### config.mk
export PLATFORM = sky130hd
export DESIGN_NAME = packet_switch_allocator
export DESIGN_NICKNAME = d
export VERILOG_FILES = /design/src/rtl/packet_switch_allocator_pkg.sv /design/src/rtl/packet_switch_allocator_rr_pick.sv /design/src/rtl/packet_switch_allocator.sv
export SDC_FILE = /design/constraint.sdc
export NUM_CORES = 1
export LEC_CHECK = 0
export ABC_CLOCK_PERIOD_IN_PS = 5800
export BUFFER_PORTS_ARGS = -buffer_cell sky130_fd_sc_hd__buf_2
export CORE_ASPECT_RATIO = 1.2
export CORE_UTILIZATION = 35
export CTS_BUF_LIST = sky130_fd_sc_hd__clkbuf_4 sky130_fd_sc_hd__clkbuf_8
export DETAILED_ROUTE_END_ITERATION = 12
export PLACE_DENSITY = 0.53
export SLEW_MARGIN = 10
export SYNTH_ARGS = -nofsm -noshare
export SYNTH_HDL_FRONTEND = slang
export SYNTH_SLANG_ARGS = --single-unit
export TNS_END_PERCENT = 20
### constraint.sdc
create_clock -name clk -period 5.8 [get_ports clk]
set_clock_uncertainty 0.05 [all_clocks]
set_input_delay 0.58 -clock clk [delete_from_list [all_inputs] [get_ports clk]]
set_output_delay 0.58 -clock clk [all_outputs]
set_load 0.005 [all_outputs]
### src/rtl/packet_switch_allocator_pkg.sv
// Shared types for the crossbar switch allocator: requester-select and outport codes.
package packet_switch_allocator_pkg;

    localparam int unsigned ALLOC_NUM_IN       = 8;
    localparam int unsigned ALLOC_NUM_OUT      = 4;
    localparam int unsigned ALLOC_LOCK_TIMEOUT = 16;

    localparam int unsigned ALLOC_SEL_W = $clog2(ALLOC_NUM_IN);
    localparam int unsigned ALLOC_OUT_W = $clog2(ALLOC_NUM_OUT);

    typedef logic [ALLOC_SEL_W-1:0] alloc_sel_t;
    typedef logic [ALLOC_OUT_W-1:0] outport_t;

endpackage

### src/rtl/packet_switch_allocator_rr_pick.sv
// Combinational round-robin pick: first asserted request at or after ptr, with wrap-around.
module rr_pick #(
    parameter  int unsigned N     = 8,
    localparam int unsigned IDX_W = (N > 1) ? $clog2(N) : 1
) (
    input  logic [N-1:0]     req,
    input  logic [IDX_W-1:0] ptr,
    output logic             valid,
    output logic [IDX_W-1:0] idx
);

    int unsigned pos;

    always_comb begin
        valid = 1'b0;
        idx   = '0;
        pos   = 0;
        for (int unsigned k = 0; k < N; k++) begin
            pos = (32'(ptr) + k) % N;
            if (!valid && req[IDX_W'(pos)]) begin
                valid = 1'b1;
                idx   = IDX_W'(pos);
            end
        end
    end

endmodule

### src/rtl/packet_switch_allocator.sv
// Crossbar switch allocator: per-outport round-robin grant with head-to-tail packet locking,
// credit gating and a lock-stall timeout that force-releases a stuck owner.
module packet_switch_allocator
    import packet_switch_allocator_pkg::*;
#(
    parameter  int unsigned NUM_IN       = ALLOC_NUM_IN,
    parameter  int unsigned NUM_OUT      = ALLOC_NUM_OUT,
    parameter  int unsigned LOCK_TIMEOUT = ALLOC_LOCK_TIMEOUT,
    localparam int unsigned SEL_W        = (NUM_IN > 1) ? $clog2(NUM_IN) : 1,
    localparam int unsigned OUT_W        = (NUM_OUT > 1) ? $clog2(NUM_OUT) : 1,
    localparam int unsigned CNT_W        = (LOCK_TIMEOUT > 1) ? $clog2(LOCK_TIMEOUT) : 1
) (
    input  logic                             clk,
    input  logic                             rst,
    input  logic [NUM_IN-1:0]                req_valid,
    input  logic [NUM_IN-1:0][OUT_W-1:0]     req_outport,
    input  logic [NUM_IN-1:0]                req_tail,
    input  logic [NUM_OUT-1:0]               credit_ok,
    output logic [NUM_IN-1:0]                grant,
    output logic [NUM_OUT-1:0]               enable,
    output logic [NUM_OUT-1:0][SEL_W-1:0]    select,
    output logic [NUM_OUT-1:0]               locked,
    output logic                             timeout_err
);

    logic [NUM_OUT-1:0][SEL_W-1:0]  owner_q;
    logic [NUM_OUT-1:0][SEL_W-1:0]  ptr_q;
    logic [NUM_OUT-1:0][CNT_W-1:0]  cnt_q;

    logic [NUM_IN-1:0]              owns_lock;
    logic [NUM_OUT-1:0][NUM_IN-1:0] cand;
    logic [NUM_OUT-1:0]             pick_valid;
    logic [NUM_OUT-1:0][SEL_W-1:0]  pick_idx;
    logic [NUM_OUT-1:0]             fire;
    logic [NUM_OUT-1:0]             force_rel;

    function automatic logic [SEL_W-1:0] inc_idx(input logic [SEL_W-1:0] x);
        return (x == SEL_W'(NUM_IN - 1)) ? '0 : x + SEL_W'(1);
    endfunction

    // An input that owns a locked outport may not win any other outport.
    always_comb begin
        owns_lock = '0;
        for (int unsigned i = 0; i < NUM_IN; i++) begin
            for (int unsigned j = 0; j < NUM_OUT; j++) begin
                if (locked[j] && (owner_q[j] == SEL_W'(i))) begin
                    owns_lock[i] = 1'b1;
                end
            end
        end
    end

    // Locked outports see only their owner; unlocked ones see every free requester.
    always_comb begin
        cand = '0;
        for (int unsigned j = 0; j < NUM_OUT; j++) begin
            for (int unsigned i = 0; i < NUM_IN; i++) begin
                if (req_valid[i] && (req_outport[i] == OUT_W'(j))) begin
                    if (locked[j]) begin
                        cand[j][i] = (owner_q[j] == SEL_W'(i));
                    end else begin
                        cand[j][i] = !owns_lock[i];
                    end
                end
            end
        end
    end

    for (genvar g = 0; g < NUM_OUT; g++) begin : g_pick
        rr_pick #(.N(NUM_IN)) u_rr_pick (
            .req   (cand[g]),
            .ptr   (ptr_q[g]),
            .valid (pick_valid[g]),
            .idx   (pick_idx[g])
        );
    end

    // Grant fan-out; everything is forced low while reset is held.
    always_comb begin
        grant     = '0;
        enable    = '0;
        select    = '0;
        fire      = '0;
        force_rel = '0;
        for (int unsigned j = 0; j < NUM_OUT; j++) begin
            fire[j] = pick_valid[j] && credit_ok[j] && !rst;
            if (fire[j]) begin
                enable[j]          = 1'b1;
                select[j]          = pick_idx[j];
                grant[pick_idx[j]] = 1'b1;
            end
            force_rel[j] = locked[j] && credit_ok[j] && !fire[j]
                           && (cnt_q[j] == CNT_W'(LOCK_TIMEOUT - 1));
        end
    end

    // Per-outport lock, owner, pointer and stall-counter state.
    always_ff @(posedge clk) begin
        if (rst) begin
            locked      <= '0;
            owner_q     <= '0;
            ptr_q       <= '0;
            cnt_q       <= '0;
            timeout_err <= 1'b0;
        end else begin
            for (int unsigned j = 0; j < NUM_OUT; j++) begin
                if (fire[j]) begin
                    cnt_q[j] <= '0;
                    if (req_tail[pick_idx[j]]) begin
                        locked[j] <= 1'b0;
                        ptr_q[j]  <= inc_idx(pick_idx[j]);
                    end else if (!locked[j]) begin
                        locked[j]  <= 1'b1;
                        owner_q[j] <= pick_idx[j];
                    end
                end else if (force_rel[j]) begin
                    locked[j] <= 1'b0;
                    ptr_q[j]  <= inc_idx(owner_q[j]);
                    cnt_q[j]  <= '0;
                end else if (locked[j] && credit_ok[j]) begin
                    cnt_q[j] <= cnt_q[j] + CNT_W'(1);
                end
            end
            if (|force_rel) begin
                timeout_err <= 1'b1;
            end
        end
    end

endmodule

==> flow_summary.yaml <==
run_status:
  status: "complete, no violations"
clock_network:
  htreeDepth: 2
  clk_path_buf_depth: 2
  clock-root-buffer: "clkbuf_8"
  clock_latency_ns: 0.33
  cts_buffers: 5
  hold_buffers: 0
  clk_pin_slew_ns: 0.10
  cts.sinks: 45
  cts_tree: "built"
timing:
  hold_violations: 0
  rsz0062_at_grt: "no"
  tightest_slew_ns: 0.958
  final.setup.tns_ns: 0
  clock.fmax_mhz: 180
  drv_slew: 0
  final.period_utilization_pct: 96.0
  fin_crit_ns: 5.57
  slew_headroom_pct: 35.3
  setup_violations: 0
worst_setup_path:
  r2r_setup_slack_ns: 0.56
  crit_fanout: 7
  crit_required_ns: 5.17
  critPathLaunchType: "register"
  reg2reg_depth: 15
  critPathCaptureType: "output pin"
  worstPathArrival_ns: 4.94
  worstSetupPathType: "reg2out"
pwr:
  p_clk_share_pct: 4.0
  power.switching_fraction_pct: 57.5
  p_leak_nw: 3.65
  p_per_area_nw_per_um2: 588
  peakVddDrop_mv: 0.487
  share_comb_of_total_power_pct: 85.4
  p_int_mw: 2.27
  power_frac_seq_pct: 10.7
  p_sw_mw: 3.06
min_path:
  hold_class: "reg2reg"
  min_path_cells: 2
detailed_routing:
  drt_iter0_drc: 794
  avgRoutedWirePerCell_um: 20.7
  wirelength_um: 30100
  drcViolationCount: 0
  dr.pass1.iters: 5
  vias: 9144
  avgViaCountPerCell: 6.28
  ant_nets: 0
placement:
  gp_congestion: 0.933
  dp_hpwl_um: 23800
  dp_cells: 1446
  dpl_cell_area_um2: 8960
  port_buffers: 66
floorplan:
  start_util_pct: 35.6
  die-area_um2: 24100
  die_w_um: 142
  die_y_um: 170
  io-pin-count: 67
  core_area_um2: 23100
  num_rows: 61
synth:
  synth_flop_cell: "dfxtp_1"
  synth-edff-count: 0
  synth_nets: 1169
  syn-instance-count: 1088
  synth_cell_type_count: 97
  yosysWarnings: 0
  synthArstFlopShare_pct: 0
  ys_seq_area_share_pct: 10.9
  syn_area_um2: 8230
  syn-mean-instance-area_um2: 7.57
  synth-seq-cells: 45
global_route:
  antenna_found_initial: 0
  grt_start_max_net_pins: 35
  track_usage_pct: 24.8
  gr-total-overflow: 0
  grt_pass1_wl_um: 47000
  grt_pass1_vias: 8436
cells_and_area:
  final_cells: 1455
  mostFrequentLayoutCell: "nand2_1"
  stdcell_area_um2: 9060
  drive_gt1_share_pct: 17.0
  nNetsFinal: 1220
  layout_common_cells: "102 x nand2_1, 89 x nor2_1, 66 x buf_2"
  antenna_cells: 0
  syn_to_final_growth_pct: 10.0
flow_run:
  cap_violations: 0
## routing by layer
metal  GRT usage [%]  wire length (um)  vias to the layer above
met5               0                 0                        -
met4            7.99               699                        0
met3            3.01              2380                       47
met2            39.7             13600                      456
met1            34.3             13400                     4326
li1                -                 -                     4315
## final timing paths
kind                            startpoint         end
worst max-delay path            owner_q[3]    grant[6]
worst min register to register    cnt_q[5]    cnt_q[5]
worst max register to register  owner_q[4]  owner_q[2]
worst min-delay path              cnt_q[5]    cnt_q[5]
## critical path: stages, from the launching register on
cell	delay, ns
dfxtp_1	0.39
inv_1	0.10
ha_1	0.23
and3_1	0.23
o41ai_1	0.76
and2_0	0.39
o221ai_1	0.21
or4_1	0.53
a32o_1	0.26
a211oi_1	0.24
o211ai_1	0.16
a21oi_2	0.41
inv_1	0.19
nor3_1	0.21
a211oi_1	0.08
o21ai_0	0.08
buf_2	0.13
## per-stage QoR
step	hold WS, ns	utilization, %	power [mW]	setup WS [ns]
3_3_place_gp	0.423	38.7	5.02	0.535
3_5_place_dp	0.431	38.7	4.98	0.626
5_1_grt	0.484	39.2	5.74	0.0101
4_1_cts	0.446	39.1	5.22	0.221
2_1_floorplan	0.404	-	3.74	1.32
6_report	0.442	39.2	5.33	0.231
## cells in the mapped netlist (all sizes together), types with 8 or more instances
cell type	count	share of area, %
o22ai	13	1.1
nor4	15	1.3
nor3	33	2.0
and3b	13	1.4
a31oi	21	1.6
a21oi	38	2.4
or2	11	0.84
inv	50	2.3
a221oi	10	1.1
and4	8	0.85
nor2	89	4.1
xnor2	9	0.96
nand2b	23	1.7
nand3	60	3.6
dfxtp	45	11
mux2i	44	5.4
nand2	103	4.7
nand4	15	1.1
o32ai	8	0.94
o211ai	9	0.88
o41ai	14	1.6
o21ai	51	3.1
nor2b	10	0.76
xor2	19	2.0
nand3b	13	1.2
and3	26	2.0
ha	43	6.5
buf	15	1.3
clkbuf	45	2.1
a211oi	12	1.1
and2	20	1.5
mux4	34	9.3
mux2	14	2.0
## flip-flops by register name, summed over array words and instances, names as in the netlist
name         cells
owner_q         12
locked           4
timeout_err      1
cnt_q           16
ptr_q           12
## cell families after synthesis
family          count (synthesis)  share of synthesized area (%)
xor+xnor                       28                           2.98
buf+inv                       114                           5.79
fa+ha+maj                      43                           6.54
compound gates                295                           26.6
mux                            92                           16.7
flops                          45                           10.9
simple gates                  471                           30.4
## layout make-up
class                           count  area, um2
Clock buffer                        5       68.8
Clock inverter                      3       17.5
Fill cell                        2444      14100
Inverter                           54        203
Multi-Input combinational cell    929       6850
Sequential cell                    45        906
Tap cell                          315        394
Timing Repair Buffer              104        616
## what timing repair did
action | 4_1_cts | 5_1_grt
buffers inserted | 0 | 1
endpoints found under the setup margin | 0 | 6
gates resized for setup | 0 | 6
## power groups by stage
stage | clock [mW] | combinational (mW) | sequential (mW)
2_1_floorplan | 0 | 3.29 | 0.458
4_1_cts | 0.216 | 4.45 | 0.560
5_1_grt | 0.230 | 4.92 | 0.585
6_report | 0.212 | 4.55 | 0.569
3_3_place_gp | 0 | 4.45 | 0.565
3_5_place_dp | 0 | 4.42 | 0.567
Note: power is estimated with default switching activity, not from simulation.
